### config.mk
export PLATFORM = sky130hd
export DESIGN_NAME = mux_pipe_nto1v
export DESIGN_NICKNAME = d
export VERILOG_FILES = /design/src/rtl/mux_pipe_pkg.sv /design/src/rtl/mux_grp_sel.sv /design/src/rtl/mux_pipe_nto1v.sv
export SDC_FILE = /design/constraint.sdc
export NUM_CORES = 1
export LEC_CHECK = 0
export BUFFER_PORTS_ARGS = -buffer_cell sky130_fd_sc_hd__buf_2
export CAP_MARGIN = 20
export CORE_AREA = 2 2 404 406
export CTS_BUF_LIST = sky130_fd_sc_hd__clkbuf_8
export DETAILED_ROUTE_END_ITERATION = 10
export DIE_AREA = 0 0 406 408
export PLACE_DENSITY = 0.33
export SYNTH_ARGS = -nofsm -noshare
export SYNTH_HDL_FRONTEND = slang
export SYNTH_HIERARCHICAL = 1
export SYNTH_SLANG_ARGS = --single-unit
### constraint.sdc
create_clock -name clk -period 3.3 [get_ports clk]
set_clock_uncertainty 0.15 [all_clocks]
set_input_delay 0.165 -clock clk [delete_from_list [all_inputs] [get_ports clk]]
set_output_delay 0.165 -clock clk [all_outputs]
set_load 0.01 [all_outputs]
### src/rtl/mux_pipe_pkg.sv
// Shared definitions for the pipelined N-to-1 lane selector.
// Holds the index-width helper and the tag that travels with each request.
package mux_pipe_pkg;

    // Widest lane index the pipeline tag can carry (N up to 65536 lanes).
    localparam int IDX_MAXW = 16;

    // Width of a select index for n choices; never narrower than one bit.
    function automatic int lane_idx_w(input int n);
        return (n > 1) ? $clog2(n) : 1;
    endfunction

    // Per-request bookkeeping carried alongside the data down the pipe.
    typedef struct packed {
        logic [IDX_MAXW-1:0] idx;
        logic                err;
    } pipe_tag_t;

endpackage

### src/rtl/mux_grp_sel.sv
// Combinational NL-to-1 selector of LW-bit lanes.
// A select value with no matching lane yields zero, which gives the
// zero-fill behaviour for groups that lie past the last real lane.
module mux_grp_sel #(
    parameter int LW = 4,
    parameter int NL = 16,
    parameter int SW = 4
) (
    input  logic [NL*LW-1:0] i_lanes,
    input  logic [SW-1:0]    i_sel,
    output logic [LW-1:0]    o_lane
);

    // Pick the lane whose position matches the select, zero otherwise.
    always_comb begin
        o_lane = '0;
        for (int k = 0; k < NL; k++) begin
            if (int'(i_sel) == k) begin
                o_lane = i_lanes[k*LW +: LW];
            end
        end
    end

endmodule

### src/rtl/mux_pipe_nto1v.sv
// Pipelined N-to-1 selector of W-bit lanes with valid/ready on both sides.
// Stage 1 narrows the wide input to one group of G lanes, stage 2 picks the
// lane inside that group. An optional scan pointer supplies the index.
module mux_pipe_nto1v
    import mux_pipe_pkg::*;
#(
    parameter int W    = 4,
    parameter int N    = 256,
    parameter int G    = 16,
    parameter int SELW = lane_idx_w(N)
) (
    input  logic            clk,
    input  logic            resetn,
    input  logic [N*W-1:0]  in,
    input  logic [SELW-1:0] sel,
    input  logic            scan_en,
    input  logic            in_valid,
    output logic            in_ready,
    output logic [W-1:0]    out,
    output logic [SELW-1:0] out_idx,
    output logic            out_err,
    output logic            out_valid,
    input  logic            out_ready
);

    localparam int NG  = (N + G - 1) / G;
    localparam int NP  = NG * G;
    localparam int GSW = lane_idx_w(G);

    logic [NP*W-1:0] w_inPad;
    logic [SELW-1:0] w_idx;
    logic [SELW-1:0] w_grp;
    logic            w_err1;
    logic [G*W-1:0]  w_slice;
    logic [GSW-1:0]  w_lane;
    logic [W-1:0]    w_pick;
    logic            w_en1;
    logic            w_en2;
    logic            w_accept;
    pipe_tag_t       w_tag;

    logic            r_v1;
    logic            r_v2;
    logic [G*W-1:0]  r_slice;
    pipe_tag_t       r_tag1;
    pipe_tag_t       r_tag2;
    logic [W-1:0]    r_out;
    logic [SELW-1:0] r_ptr;

    assign w_en2    = !r_v2 || out_ready;
    assign w_en1    = !r_v1 || w_en2;
    assign in_ready = w_en1;
    assign w_accept = in_valid && w_en1;

    assign w_idx  = scan_en ? r_ptr : sel;
    assign w_err1 = int'(w_idx) >= N;
    assign w_grp  = SELW'(int'(w_idx) / G);

    assign w_tag.idx = IDX_MAXW'(w_idx);
    assign w_tag.err = w_err1;

    // Extend the input to whole groups; lanes past N read as zero.
    always_comb begin
        w_inPad            = '0;
        w_inPad[N*W-1:0]   = in;
    end

    mux_grp_sel #(.LW(G*W), .NL(NG), .SW(SELW)) u_stage1Sel (
        .i_lanes (w_inPad),
        .i_sel   (w_grp),
        .o_lane  (w_slice)
    );

    assign w_lane = GSW'(int'(r_tag1.idx) % G);

    mux_grp_sel #(.LW(W), .NL(G), .SW(GSW)) u_stage2Sel (
        .i_lanes (r_slice),
        .i_sel   (w_lane),
        .o_lane  (w_pick)
    );

    // Stage 1: capture the group slice and tag when a request is accepted.
    always_ff @(posedge clk or negedge resetn) begin
        if (!resetn) begin
            r_v1    <= 1'b0;
            r_slice <= '0;
            r_tag1  <= '0;
        end else if (w_en1) begin
            r_v1 <= in_valid;
            if (in_valid) begin
                r_slice <= w_slice;
                r_tag1  <= w_tag;
            end
        end
    end

    // Stage 2: pick the lane within the group and hold it until consumed.
    always_ff @(posedge clk or negedge resetn) begin
        if (!resetn) begin
            r_v2   <= 1'b0;
            r_out  <= '0;
            r_tag2 <= '0;
        end else if (w_en2) begin
            r_v2 <= r_v1;
            if (r_v1) begin
                r_out  <= r_tag1.err ? '0 : w_pick;
                r_tag2 <= r_tag1;
            end
        end
    end

    // Scan pointer advances only on scan-mode accepts, wrapping at N-1.
    always_ff @(posedge clk or negedge resetn) begin
        if (!resetn) begin
            r_ptr <= '0;
        end else if (w_accept && scan_en) begin
            r_ptr <= (int'(r_ptr) == N - 1) ? '0 : r_ptr + 1'b1;
        end
    end

    assign out       = r_out;
    assign out_idx   = SELW'(r_tag2.idx);
    assign out_err   = r_tag2.err;
    assign out_valid = r_v2;

endmodule
==> qor.csv <==
stage,metric,value,unit
status,status,"finished, final reports clean",
detailed_routing,Initial DRC Count,1439,
detailed_routing,Via density,4.18,
die,IO Pins,1052,
logic_synthesis,#FFs+latches synth,94,
worst_setup_path,Crit path arrival time,3400,ps
min_path,Hold Path Class,input pin to flop,
global_route,first-pass GRT wire length,229,mm
sta,setup ws final,107,ps
detailed_routing,Post-Route WL,182,mm
worst_setup_path,WS Path Type,flop to flop,
sta,final worst path period share,96.7,%
clock_tree,CTS buffer count,9,
logic_synthesis,post-synthesis xor/xnor area fraction,0.177,%
cells_and_area,synthesis-to-finish area growth,67.2,%
clock_tree,Clock Tree Root,clkbuf_8,
die,die height,408,um
die,Die Width,406,um
logic_synthesis,Ys Warns,6,
sta,endpoints failing hold,0,
cells_and_area,fillcell total,18710,
sta,Slew HR,33.8,%
logic_synthesis,largest family of logic cells by synthesized area,multiplexers,
sta,count of pins over their slew limit,0,
global_route,antenna violations before repair,204,
place,placed cells,5008,
place,port buffer count,1050,
logic_synthesis,Post-synth EDFFs,0,
die,Placeable Area,162000,um^2
logic_synthesis,sequential area share after synthesis,15.8,%
detailed_routing,Detailed Routing Iterations Pass 1,5,
global_route,global route overflow,0,
logic_synthesis,complex-gate fraction of the synthesized area,30.3,%
pwr,Tot Pwr,7700,uW
logic_synthesis,Post-Synthesis Cells,1761,
cells_and_area,"most common cell after layout, fill and taps aside",buf_2,
die,FP Rows,148,
sta,hold_ws,54.6,ps
sta,TNS Setup,0,ps
clock_tree,Worst-path clk slew,160,ps
cells_and_area,share of post-route cells with drive strength above 1,54.6,%
place,GP Congestion,0.915,
cells_and_area,"commonest cells after routing, fill and taps aside","buf_2, buf_4, nand2_1, mux2_2, o21ai_0",
clock_tree,Skew-Pair Late Insertion Delay,480,ps
global_route,largest net degree at the start of global routing,85,
sta,RSZ-0062 raised after global routing,true,
logic_synthesis,Netlist cell types,88,
pwr,Pwr Density,310,nW/um^2
sta,Final Setup Violations,0,
place,pre-CTS setup slack,-300,ps
logic_synthesis,async set-reset flop share out of synthesis,100,%
sta,Tightest Pin Transition,991,ps
logic_synthesis,"Avg Cell Area, Syn",8.44,um^2
logic_synthesis,Post-Synth Adder-Cell Area,0.0842,%
logic_synthesis,Most used DFF post-synth,dfrtp_1,
logic_synthesis,mux contribution to synthesized area,33.1,%
die,Die ar.,166000,um^2
logic_synthesis,area share of and/or/nand/nor cells after synthesis,13.9,%
worst_setup_path,CP Launch Type,flop,
detailed_routing,Detail Route Antenna Nets,0,
detailed_routing,DR WL/cell,35.8,um
clock_tree,H-tree depth,3,
clock_tree,clock sink count,94,
place,dpl hpwl,160,mm
pwr,maximum vdd drop,0.000199,V
detailed_routing,total number of vias,21249,
logic_synthesis,most area-consuming cells after synthesis,"dfrtp_1, mux2_2, mux4_2",
clock_tree,CTS tree,built,
detailed_routing,DR DRC count,0,
die,Starting Density,9.19,%
worst_setup_path,crit path capture type,flop,
logic_synthesis,synthesized area,14900,um^2
sta,Max Clk Rate,313,MHz
global_route,GRT Util Overall,21.2,%
global_route,number of global-route vias before repair,21934,
run,Max Cap Viol,0,
worst_setup_path,Worst EP required,3510,ps
clock_tree,maximum clock insertion buffer count,2,
logic_synthesis,area share of the leading cell type in the synthesized netlist,15.8,%
logic_synthesis,biggest area consumer among synthesized cells,dfrtp_1,
cells_and_area,final net count,3905,
pwr,Static Leakage,0.0113,uW
worst_setup_path,Max Fanout on Critical Path,9,
cells_and_area,Post-Layout Cell Count,5081,
sta,"Min Clock Period, post-route",3190,ps
[final timing paths]
check / from / end / slack, ps / depth (start not counted)
max: r_ptr[7] / r_slice[39] / 110 / 9
min: in[364] / r_slice[44] / 50 / 5
max reg2reg: r_ptr[7] / r_slice[39] / 110 / 9
min reg2reg: r_v1 / out_valid / 340 / 1
max in group asynchronous: resetn / r_slice[57] / 2110 / 3
min in group asynchronous: resetn / out_valid / 90 / 2
[area by class of cell]
| class | instances | area, um^2 | area share (%) |
|---|---|---|---|
| Antenna cell | 34 | 85.1 | 0.342 |
| Clock buffer | 9 | 124 | 0.499 |
| Clock inverter | 7 | 73.8 | 0.297 |
| Inverter | 9 | 38.8 | 0.156 |
| Multi-Input combinational cell | 1468 | 11800 | 47.3 |
| Sequential cell | 94 | 2350 | 9.48 |
| Tap cell | 2175 | 2720 | 11.0 |
| Timing Repair Buffer | 1285 | 7690 | 30.9 |
[what timing repair did]
action | CTS | global route
hold buffers | 19 | 0
endpoints found under the setup margin | 12 | 7
resized for setup | 10 | 12
pin swaps | 2 | 1
buffers inserted | 3 | 1
endpoints found under the hold margin | 81 | 0
[synthesized netlist by cell type, types with 41 or more instances]
cell / instances
o21ai_0: 147
clkbuf_1: 91
nand2_1: 156
mux4_2: 75
mux2i_1: 124
a22oi_1: 42
nand3_1: 41
a21oi_1: 108
mux2_2: 153
o22ai_1: 62
nor2_1: 117
dfrtp_1: 94
buf_2: 76
[report_power, final]
part / leakage (uW) / total (uW) / internal [uW] / switching (uW)
registers: 0.00124 / 1580 / 1310 / 274
clock network: 0.0000944 / 970 / 298 / 671
logic: 0.0100 / 5150 / 2250 / 2900
[worst max-delay path, stage by stage (launching register included)]
cell and delay, ps:
dfrtp_1 430, mux2_4 360, nor2b_2 310, buf_4 270
nand2_1 150, buf_4 220, o32a_1 300, a21oi_1 400
o21ai_0 180, mux2_4 280
[routing by layer]
| layer | global-route usage, % | vias to the layer above | part of all wire [%] |
|---|---|---|---|
| met5 | 0 | - | 0.47 |
| met4 | 4.15 | 130 | 1.9 |
| met3 | 5.68 | 350 | 7.0 |
| met2 | 39.6 | 1046 | 52 |
| met1 | 23.8 | 10559 | 38 |
| li1 | - | 9164 | - |
[metrics by stage]
step	area (um^2)	util [%]
after global placement	24200	15.0
final	24800	15.4
after CTS	24700	15.3
after floorplan	14900	-
after detailed placement	24200	15.0
after global routing	24800	15.3
[cell families (layout without fill, tap and decap cells)]
| family | count (synthesis) | count (layout) |
|---|---|---|
| AO/OA/AOI/OAI | 661 | 661 |
| XOR/XNOR | 3 | 3 |
| adder cells (fa/ha/maj) | 1 | 1 |
| buffers and inverters | 207 | 1310 |
| flip-flops | 94 | 94 |
| multiplexers | 366 | 366 |
| other | 1 | 43 |
| AND/OR/NAND/NOR | 428 | 428 |
[state kept, by name, indices dropped and copies added, names as in the netlist]
signal and flops:
r_v1 1, r_ptr 8, out_idx 8, out_valid 1
r_slice 64, out 4, r_tag1 8
No activity file was read; power rests on OpenSTA's default activity.
